**src/rtl/banner_display_ctrl.sv**
```systemverilog
// Banner sequencer: selects START/WIN/LOSE glyph ROM, maps scan position to ROM
// addresses, blinks and times out the banner. Pixel path latency is 3 clocks.
module banner_display_ctrl #(
  parameter int          ORIGIN_X     = 256,
  parameter int          ORIGIN_Y     = 224,
  parameter int          SHIFT        = 2,
  parameter int          BLINK_FRAMES = 30,
  parameter int          HOLD_FRAMES  = 180,
  parameter logic [11:0] NULL_COLOR   = 12'h000
) (
  input  logic        clk,
  input  logic        rst,
  input  logic        frame_tick,
  input  logic [9:0]  pix_x,
  input  logic [8:0]  pix_y,
  input  logic        req_start,
  input  logic        req_win,
  input  logic        req_lose,
  input  logic        clear,
  input  logic [11:0] start_color,
  input  logic [11:0] win_color,
  input  logic [11:0] lose_color,
  output logic [5:0]  rom_x,
  output logic [2:0]  rom_y,
  output logic [11:0] pix_color,
  output logic        banner_on,
  output logic        banner_done
);

  localparam logic [1:0] ST_IDLE = 2'd0;
  localparam logic [1:0] ST_SHOW = 2'd1;
  localparam logic [1:0] ST_HIDE = 2'd2;

  localparam logic [1:0] SEL_NONE  = 2'd0;
  localparam logic [1:0] SEL_START = 2'd1;
  localparam logic [1:0] SEL_WIN   = 2'd2;
  localparam logic [1:0] SEL_LOSE  = 2'd3;

  localparam logic [9:0] ORG_X      = 10'(ORIGIN_X);
  localparam logic [8:0] ORG_Y      = 9'(ORIGIN_Y);
  localparam logic [7:0] BLINK_LAST = 8'(BLINK_FRAMES - 1);
  localparam logic [7:0] HOLD_LAST  = 8'(HOLD_FRAMES - 1);
  localparam logic       HOLD_EN    = (HOLD_FRAMES != 0);

  logic [1:0]  state_q, state_d;
  logic [1:0]  sel_q, sel_d;
  logic [7:0]  blink_q, blink_d;
  logic [7:0]  hold_q, hold_d;
  logic        banner_on_q, banner_on_d;
  logic        banner_done_q, banner_done_d;
  logic [5:0]  rom_x_q, rom_x_d;
  logic [2:0]  rom_y_q, rom_y_d;
  logic        in_win_d1_q, in_win_d2_q;
  logic        vis_d1_q, vis_d2_q;
  logic [1:0]  sel_d1_q, sel_d2_q;
  logic [11:0] pix_color_q, pix_color_d;
  logic        any_req_s, in_win_s;
  logic [9:0]  dx_s, cx_s;
  logic [8:0]  dy_s, cy_s;
  logic [11:0] rom_color_s;

  // Control FSM: clear beats requests, requests beat frame-tick counting.
  always_comb begin
    state_d       = state_q;
    sel_d         = sel_q;
    blink_d       = blink_q;
    hold_d        = hold_q;
    banner_done_d = 1'b0;
    any_req_s     = req_start | req_win | req_lose;
    if (clear) begin
      state_d = ST_IDLE;
      sel_d   = SEL_NONE;
      blink_d = 8'd0;
      hold_d  = 8'd0;
    end else if (any_req_s) begin
      state_d = ST_SHOW;
      sel_d   = req_lose ? SEL_LOSE : (req_win ? SEL_WIN : SEL_START);
      blink_d = 8'd0;
      hold_d  = 8'd0;
    end else if (frame_tick && (state_q != ST_IDLE)) begin
      if (HOLD_EN && (hold_q == HOLD_LAST)) begin
        state_d       = ST_IDLE;
        sel_d         = SEL_NONE;
        blink_d       = 8'd0;
        hold_d        = 8'd0;
        banner_done_d = 1'b1;
      end else begin
        hold_d = (hold_q == 8'hFF) ? hold_q : hold_q + 8'd1;
        if (blink_q == BLINK_LAST) begin
          blink_d = 8'd0;
          state_d = (state_q == ST_SHOW) ? ST_HIDE : ST_SHOW;
        end else begin
          blink_d = (blink_q == 8'hFF) ? blink_q : blink_q + 8'd1;
        end
      end
    end else begin
      state_d = state_q;
    end
    banner_on_d = (state_d != ST_IDLE);
  end

  // Address stage: out-of-window positions park the ROM at (0,0).
  always_comb begin
    dx_s     = pix_x - ORG_X;
    dy_s     = pix_y - ORG_Y;
    cx_s     = dx_s >> SHIFT;
    cy_s     = dy_s >> SHIFT;
    in_win_s = (pix_x >= ORG_X) && (cx_s < 10'd28) && (pix_y >= ORG_Y) && (cy_s < 9'd8);
    if (in_win_s) begin
      rom_x_d = cx_s[5:0];
      rom_y_d = cy_s[2:0];
    end else begin
      rom_x_d = 6'd0;
      rom_y_d = 3'd0;
    end
  end

  // Output stage: choose the ROM matching the selection captured at pipe entry.
  always_comb begin
    case (sel_d2_q)
      SEL_START: rom_color_s = start_color;
      SEL_WIN:   rom_color_s = win_color;
      SEL_LOSE:  rom_color_s = lose_color;
      default:   rom_color_s = NULL_COLOR;
    endcase
    if (in_win_d2_q && vis_d2_q) begin
      pix_color_d = rom_color_s;
    end else begin
      pix_color_d = NULL_COLOR;
    end
  end

  always_ff @(posedge clk) begin
    if (rst) begin
      state_q       <= ST_IDLE;
      sel_q         <= SEL_NONE;
      blink_q       <= 8'd0;
      hold_q        <= 8'd0;
      banner_on_q   <= 1'b0;
      banner_done_q <= 1'b0;
      rom_x_q       <= 6'd0;
      rom_y_q       <= 3'd0;
      in_win_d1_q   <= 1'b0;
      in_win_d2_q   <= 1'b0;
      vis_d1_q      <= 1'b0;
      vis_d2_q      <= 1'b0;
      sel_d1_q      <= SEL_NONE;
      sel_d2_q      <= SEL_NONE;
      pix_color_q   <= NULL_COLOR;
    end else begin
      state_q       <= state_d;
      sel_q         <= sel_d;
      blink_q       <= blink_d;
      hold_q        <= hold_d;
      banner_on_q   <= banner_on_d;
      banner_done_q <= banner_done_d;
      rom_x_q       <= rom_x_d;
      rom_y_q       <= rom_y_d;
      in_win_d1_q   <= in_win_s;
      in_win_d2_q   <= in_win_d1_q;
      vis_d1_q      <= (state_q == ST_SHOW);
      vis_d2_q      <= vis_d1_q;
      sel_d1_q      <= sel_q;
      sel_d2_q      <= sel_d1_q;
      pix_color_q   <= pix_color_d;
    end
  end

  assign rom_x       = rom_x_q;
  assign rom_y       = rom_y_q;
  assign pix_color   = pix_color_q;
  assign banner_on   = banner_on_q;
  assign banner_done = banner_done_q;

endmodule

```
**config.mk**
```make
export PLATFORM = sky130hd
export DESIGN_NAME = banner_display_ctrl
export DESIGN_NICKNAME = d
export VERILOG_FILES = /design/src/rtl/banner_display_ctrl.sv
export SDC_FILE = /design/constraint.sdc
export NUM_CORES = 1
export LEC_CHECK = 0
export ABC_AREA = 1
export ABC_CLOCK_PERIOD_IN_PS = 1400
export CORE_AREA = 2 2 80 82
export CTS_BUF_LIST = sky130_fd_sc_hd__clkbuf_2
export CTS_CLUSTER_SIZE = 12
export DETAILED_ROUTE_END_ITERATION = 6
export DIE_AREA = 0 0 82 84
export PLACE_DENSITY = 0.82
export SLEW_MARGIN = 20
export SYNTH_ARGS = -nofsm -noshare
export SYNTH_HDL_FRONTEND = slang
export SYNTH_SLANG_ARGS = --single-unit
```
**constraint.sdc**
```tcl
create_clock -name clk -period 1.4 [get_ports clk]
set_clock_uncertainty 0.05 [all_clocks]
set_input_delay 0.28 -clock clk [delete_from_list [all_inputs] [get_ports clk]]
set_output_delay 0.28 -clock clk [all_outputs]
set_load 0.005 [all_outputs]
```
Word level (Yosys, flattened, before mapping)
Cells that the tools add are included.
{ "totals": {"ff_bits": 51, "inputBits": 62, "output_inout_bits": 23, "wordCells": 73} }
{ "classes": {"n_addsub": 4, "order_cmp": 4, "eq_ne": 10, "muxes": 18, "bitwise": 5, "n_reduce_logical": 17} }
{ "ops": {"columns": ["cell", "n"], "rows": [
  ["$mux 8", 5],
  ["$pmux 12 s3", 1],
  ["$eq 8x8->1 const B", 3],
  ["$mux 2", 11],
  ["$add 8x1->8 const B", 2],
  ["$ge 10x9->1 const B", 1],
  ["$sub 10x9->10 const B", 1],
  ["$ge 9x8->1 const B", 1],
  ["$sub 9x8->9 const B", 1],
  ["$eq 8x5->1 const B", 1],
  ["$lt 8x5->1 const B", 1],
  ["$reduce_bool 2->1", 4],
  ["$lt 7x4->1 const B", 1],
  ["$reduce_and 2->1", 3],
  ["$reduce_or 2->1", 3],
  ["$logic_and 1x1->1", 5],
  ["$eq 2x1->1 const B", 2],
  ["$eq 2x2->1 const B", 2],
  ["$reduce_or 4->1", 1],
  ["$ne 3x3->1 const B", 1],
  ["$not 1->1", 3],
  ["$reduce_or 3->1", 1],
  ["$ne 2x2->1 const B", 1],
  ["$or 1x1->1", 2],
  ["$mux 1", 1]
]} }

Depth between registers and ports, before layout
{ "depth": {"ltp_word": 8, "depth_mapped": 11, "depth_no_buf": 11} }

Worst setup path after synthesis
No wires, ideal clock.
{ "synth_timing": {"kind": "reg2reg", "start": "register blink_q[0]", "end": "register blink_q[4]", "setup_time_ns": 0.066, "arrival_time_ns": 1.279, "required_time_ns": 1.284, "slack_ns": 0.005, "path_stages_with_launch": 8, "period_less_slack_ns": 1.395, "path_cell_list": "dfxtp_1 ha_1 nand3_1 nor2_4 nand3_4 nand2_4 nand2_1 a21oi_2"} }
{ "synth_via": {"elab_chain_len": 4} }
{ "synth_rtl": {"columns": ["element", "line_no", "source"], "rows": [
  ["start, declared", "47", "logic [7:0] blink_q, blink_d;"],
  ["start signal, assigned", "153", "blink_q <= blink_d;"],
  ["$add 8x1->8", "93", "blink_d = (blink_q == 8'hFF) ? blink_q : blink_q + 8'd1;"],
  ["$mux 8", "93", null],
  ["$mux 8", "89", "if (blink_q == BLINK_LAST) begin"],
  ["$mux 8", "81", "if (HOLD_EN && (hold_q == HOLD_LAST)) begin"]
]} }
Parallel ways exist; a longest one is shown, timed or not. The select of a mux whose other input is x is not followed.
A chain may end at the register's enable or synchronous reset.

Worst setup path after layout
{ "layout_timing": {"start": "register blink_q[0]", "end": "register blink_q[3]"} }
Same word-level chain as after synthesis.

==> results.md <==
- Number of setup violations in the final report: 11
- Share of synthesized flip-flops with an asynchronous set or reset: 0
- Net count after synthesis: 422
- Clock insertion delay at the later pin of the skew report: 470 ps
- Library cells used by synthesis: 32
- Transition time at the pin with the least slew margin: 636.6 ps
- Post-route minimum period: 1456 ps
- Final instance count without filler cells: 549
- Adder-cell area share of the yosys netlist: 0.01531
- Wire length of the first global-routing pass: 9.867 mm
- Most common library cells after synthesis: sky130_fd_sc_hd__nand2_1, sky130_fd_sc_hd__inv_1, sky130_fd_sc_hd__dfxtp_1
- Dominant cell by count in the synthesized netlist: sky130_fd_sc_hd__nand2_1
- Core Area: 0.006096 mm²
- Final Hold Fails: 0
- Syn. warnings: 0
- Setup repair after global routing missed its margin: yes
- Nets: 535
- Total of fill cells in the finished design: 544
- Final GP Congestion: 0.8889
- Overflow left after global routing: 0
- Static Leakage: 1.708 nW
- Ratio of cells with drive above 1 in the final layout: 0.2909
- First DRT Iteration DRCs: 85
- Worst min-delay path class: primary input to flop
- Cell area power density: 650.0 mW/mm²
- Crit-path most repeated cell: sky130_fd_sc_hd__nand3_4
- Crit Path Max Fanout: 8
- Die Area: 0.006888 mm²
- Smallest setup slack after layout: -56.24 ps
- Number of iterations in the first detailed-routing pass: 4
- Cell area after technology mapping: 0.002451 mm²
- Top_reg_cell synth: sky130_fd_sc_hd__dfxtp_1
- Row Count: 29
- Simple-Gate Fraction of Synth Area: 0.3920
- Worst Setup Path Type: flop to flop
- Combined global-route utilization of all metal layers: 0.1837
- CP Data Arrival Time: 1810 ps
- Final count of pins violating max slew: 0
- Slowest CP cell: sky130_fd_sc_hd__dfxtp_4
- Cells after synthesis: 357
- XOR/XNOR share of the synthesized area: 0
- Cell count after placement: 534
- Aggregate routed wire length: 6.379 mm
- Average detailed-routed wire length per instance: 11.62 µm
- Hold-fix buffers, CTS: 0
- Port Buffers: 80
- Clock-pin slew on the worst setup and hold paths: 300 ps
- Top-level port count: 85
- Category of the worst setup path launch point: flop
- Number of register bits inferred by synthesis: 51
- Number of enable-type register cells in the synthesized netlist: 0
- Compound-gate portion of the synthesized area: 0.05513
- Placed wire-length estimate: 4.623 mm
- Clock tree from TritonCTS: yes
- Via count of the first global-routing pass: 2431
- Vertical die dimension: 84 µm
- Total of max-cap violations: 0
- Ordered list of cells on the worst path: ha_4 -> nand3_4 -> nor2_4 -> nand3_4 -> nand2_4 -> nand2_1 -> a21oi_1
- Biggest area contributors in the synthesized netlist: sky130_fd_sc_hd__dfxtp_1, sky130_fd_sc_hd__nand2_1, sky130_fd_sc_hd__inv_1, sky130_fd_sc_hd__nor2_1, sky130_fd_sc_hd__nand3_1
- Part of the Yosys area used for sequential elements: 0.4165
- Clock buffer count from CTS: 5
- Via-to-Cell Ratio: 4.665
- Cell accounting for the most synthesized area: sky130_fd_sc_hd__dfxtp_1
- Kind of capture point of the worst setup path: flop
- Delay of the slowest cell on the worst path: 460 ps
- Antenna violations before repair: 1
- Violated checks: negative setup slack
- Initial Util: 0.4021
- Result of the run: complete, but fails checks
- Worst-case headroom to the max-slew limit: 0.5749
- Required time reported for the critical path endpoint: 1760 ps
- Master cell of the clock root buffer: sky130_fd_sc_hd__clkbuf_2
- Remaining design rule violation count: 0
- Largest buffer count on any clock path: 2
- Fin util: 0.6102
- Overall Power: 2.418 mW
- Final worst path period share: 1.040
- DR vias: 2561
- Area growth, synth to finish: 51.76%
- Kind of cell adding the most delay to the critical path: simple AND/OR/NAND/NOR gates
- Largest family of logic cells by synthesized area: simple AND/OR/NAND/NOR gates
- CTS H-tree lvls: 2
- Maximum number of pins on one net before global-route repair: 19
- Buffer and inverter count on the worst path: 0
- Highest clock rate: 686.7 MHz
- Setup total negative slack: -373.8 ps
- Post-synth top area share: 0.4165
- Die W: 82 µm
- Max rail drop VDD: 0.0006771 V
- Post-detailed-route count of antenna-violating nets: 0
- Mux cell area share after synthesis: 0
- Post-Syn Area per Cell: 6.866 µm²
- Worst hold-check slack: 241.2 ps
- Count of clock tree sinks: 51
==> flip-flops by register name, summed over array words and instances (netlist names) <==
name,cells
in_win_d2_q,1
vis_d1_q,1
hold_q,8
sel_q,2
rom_y,3
state_q,2
in_win_d1_q,1
blink_q,8
vis_d2_q,1
sel_d1_q,2
rom_x,6
banner_done,1
sel_d2_q,2
pix_color,12
banner_on,1
==> through the flow <==
step                cell area, µm²  worst slack, ps
floorplan                     2451            4.739
global placement              3518           -351.7
detailed placement            3518           -405.4
CTS                           3712           -42.61
global route                  3720           -134.7
finish                        3720           -56.24
==> worst reg2reg max path, stage by stage, from the launching register on <==
cell and delay [ps]:
sky130_fd_sc_hd__dfxtp_4 460, sky130_fd_sc_hd__ha_4 160, sky130_fd_sc_hd__nand3_4 90, sky130_fd_sc_hd__nor2_4 120, sky130_fd_sc_hd__nand3_4 160, sky130_fd_sc_hd__nand2_4 170
sky130_fd_sc_hd__nand2_1 70, sky130_fd_sc_hd__a21oi_1 130
==> cell type report <==
cell class / instances / area, µm² / share of cell area
Multi-Input combinational cell: 234 / 1274 / 0.3424
Inverter: 64 / 245.2 / 0.06593
Sequential cell: 51 / 1051 / 0.2825
Timing Repair Buffer: 114 / 998.5 / 0.2684
Clock inverter: 3 / 27.53 / 0.007400
Clock buffer: 5 / 25.02 / 0.006727
Antenna cell: 1 / 2.502 / 0.0006727
Tap cell: 77 / 96.34 / 0.02590
==> report_power, final <==
group / switching (mW) / leakage, nW / internal (mW) / total, mW
logic: 0.0948 / 1.25 / 0.185 / 0.280
clock network: 0.525 / 0.0311 / 0.140 / 0.665
registers: 0.00573 / 0.423 / 1.47 / 1.47
==> per-layer routing <==
metal	vias up	global-route usage	routed length (µm)
met5	-	0	0
met4	0	0.1000	155
met3	13	0.04113	408
met2	87	0.3341	3282
met1	1148	0.1875	2533
li1	1313	-	-
==> timing repair <==
item,CTS,global route
pin swaps,13,12
buffers inserted,4,2
endpoints found under the setup margin,45,51
gates resized for setup,78,55
gates cloned,0,0
==> cells in the final DEF, fill, tap and decap left out, drive strengths merged, types with 2 or more instances in the layout <==
master	netlist	final
a21oi	10	10
nand3	32	32
nand3b	2	2
nand2	111	111
ha	3	3
dfxtp	51	51
nor3	2	2
clkdlybuf4s50	0	57
clkdlybuf4s15	0	6
o21ai	8	8
nand4	5	5
buf	4	35
nor2	54	54
clkbuf	4	21
inv	64	65
==> path summary, 6_finish.rpt <==
| path | to | depth (start not counted) | start | slack (ps) |
|---|---|---|---|---|
| worst max register to register | blink_q[3] | 7 | blink_q[0] | -60 |
| worst min-delay path | rom_y[1] | 3 | pix_y[3] | 240 |
| worst min register to register | in_win_d2_q | 2 | in_win_d1_q | 380 |
| worst max-delay path | blink_q[3] | 7 | blink_q[0] | -60 |
==> logic make-up (layout without fill, tap and decap cells) <==
logic type,count (synthesis),in the layout
AO/OA/AOI/OAI,22,22
adder cells (fa/ha/maj),3,3
buffers and inverters,72,186
flip-flops,51,51
other,1,2
AND/OR/NAND/NOR,208,208
(Power assumes the default switching activity.)
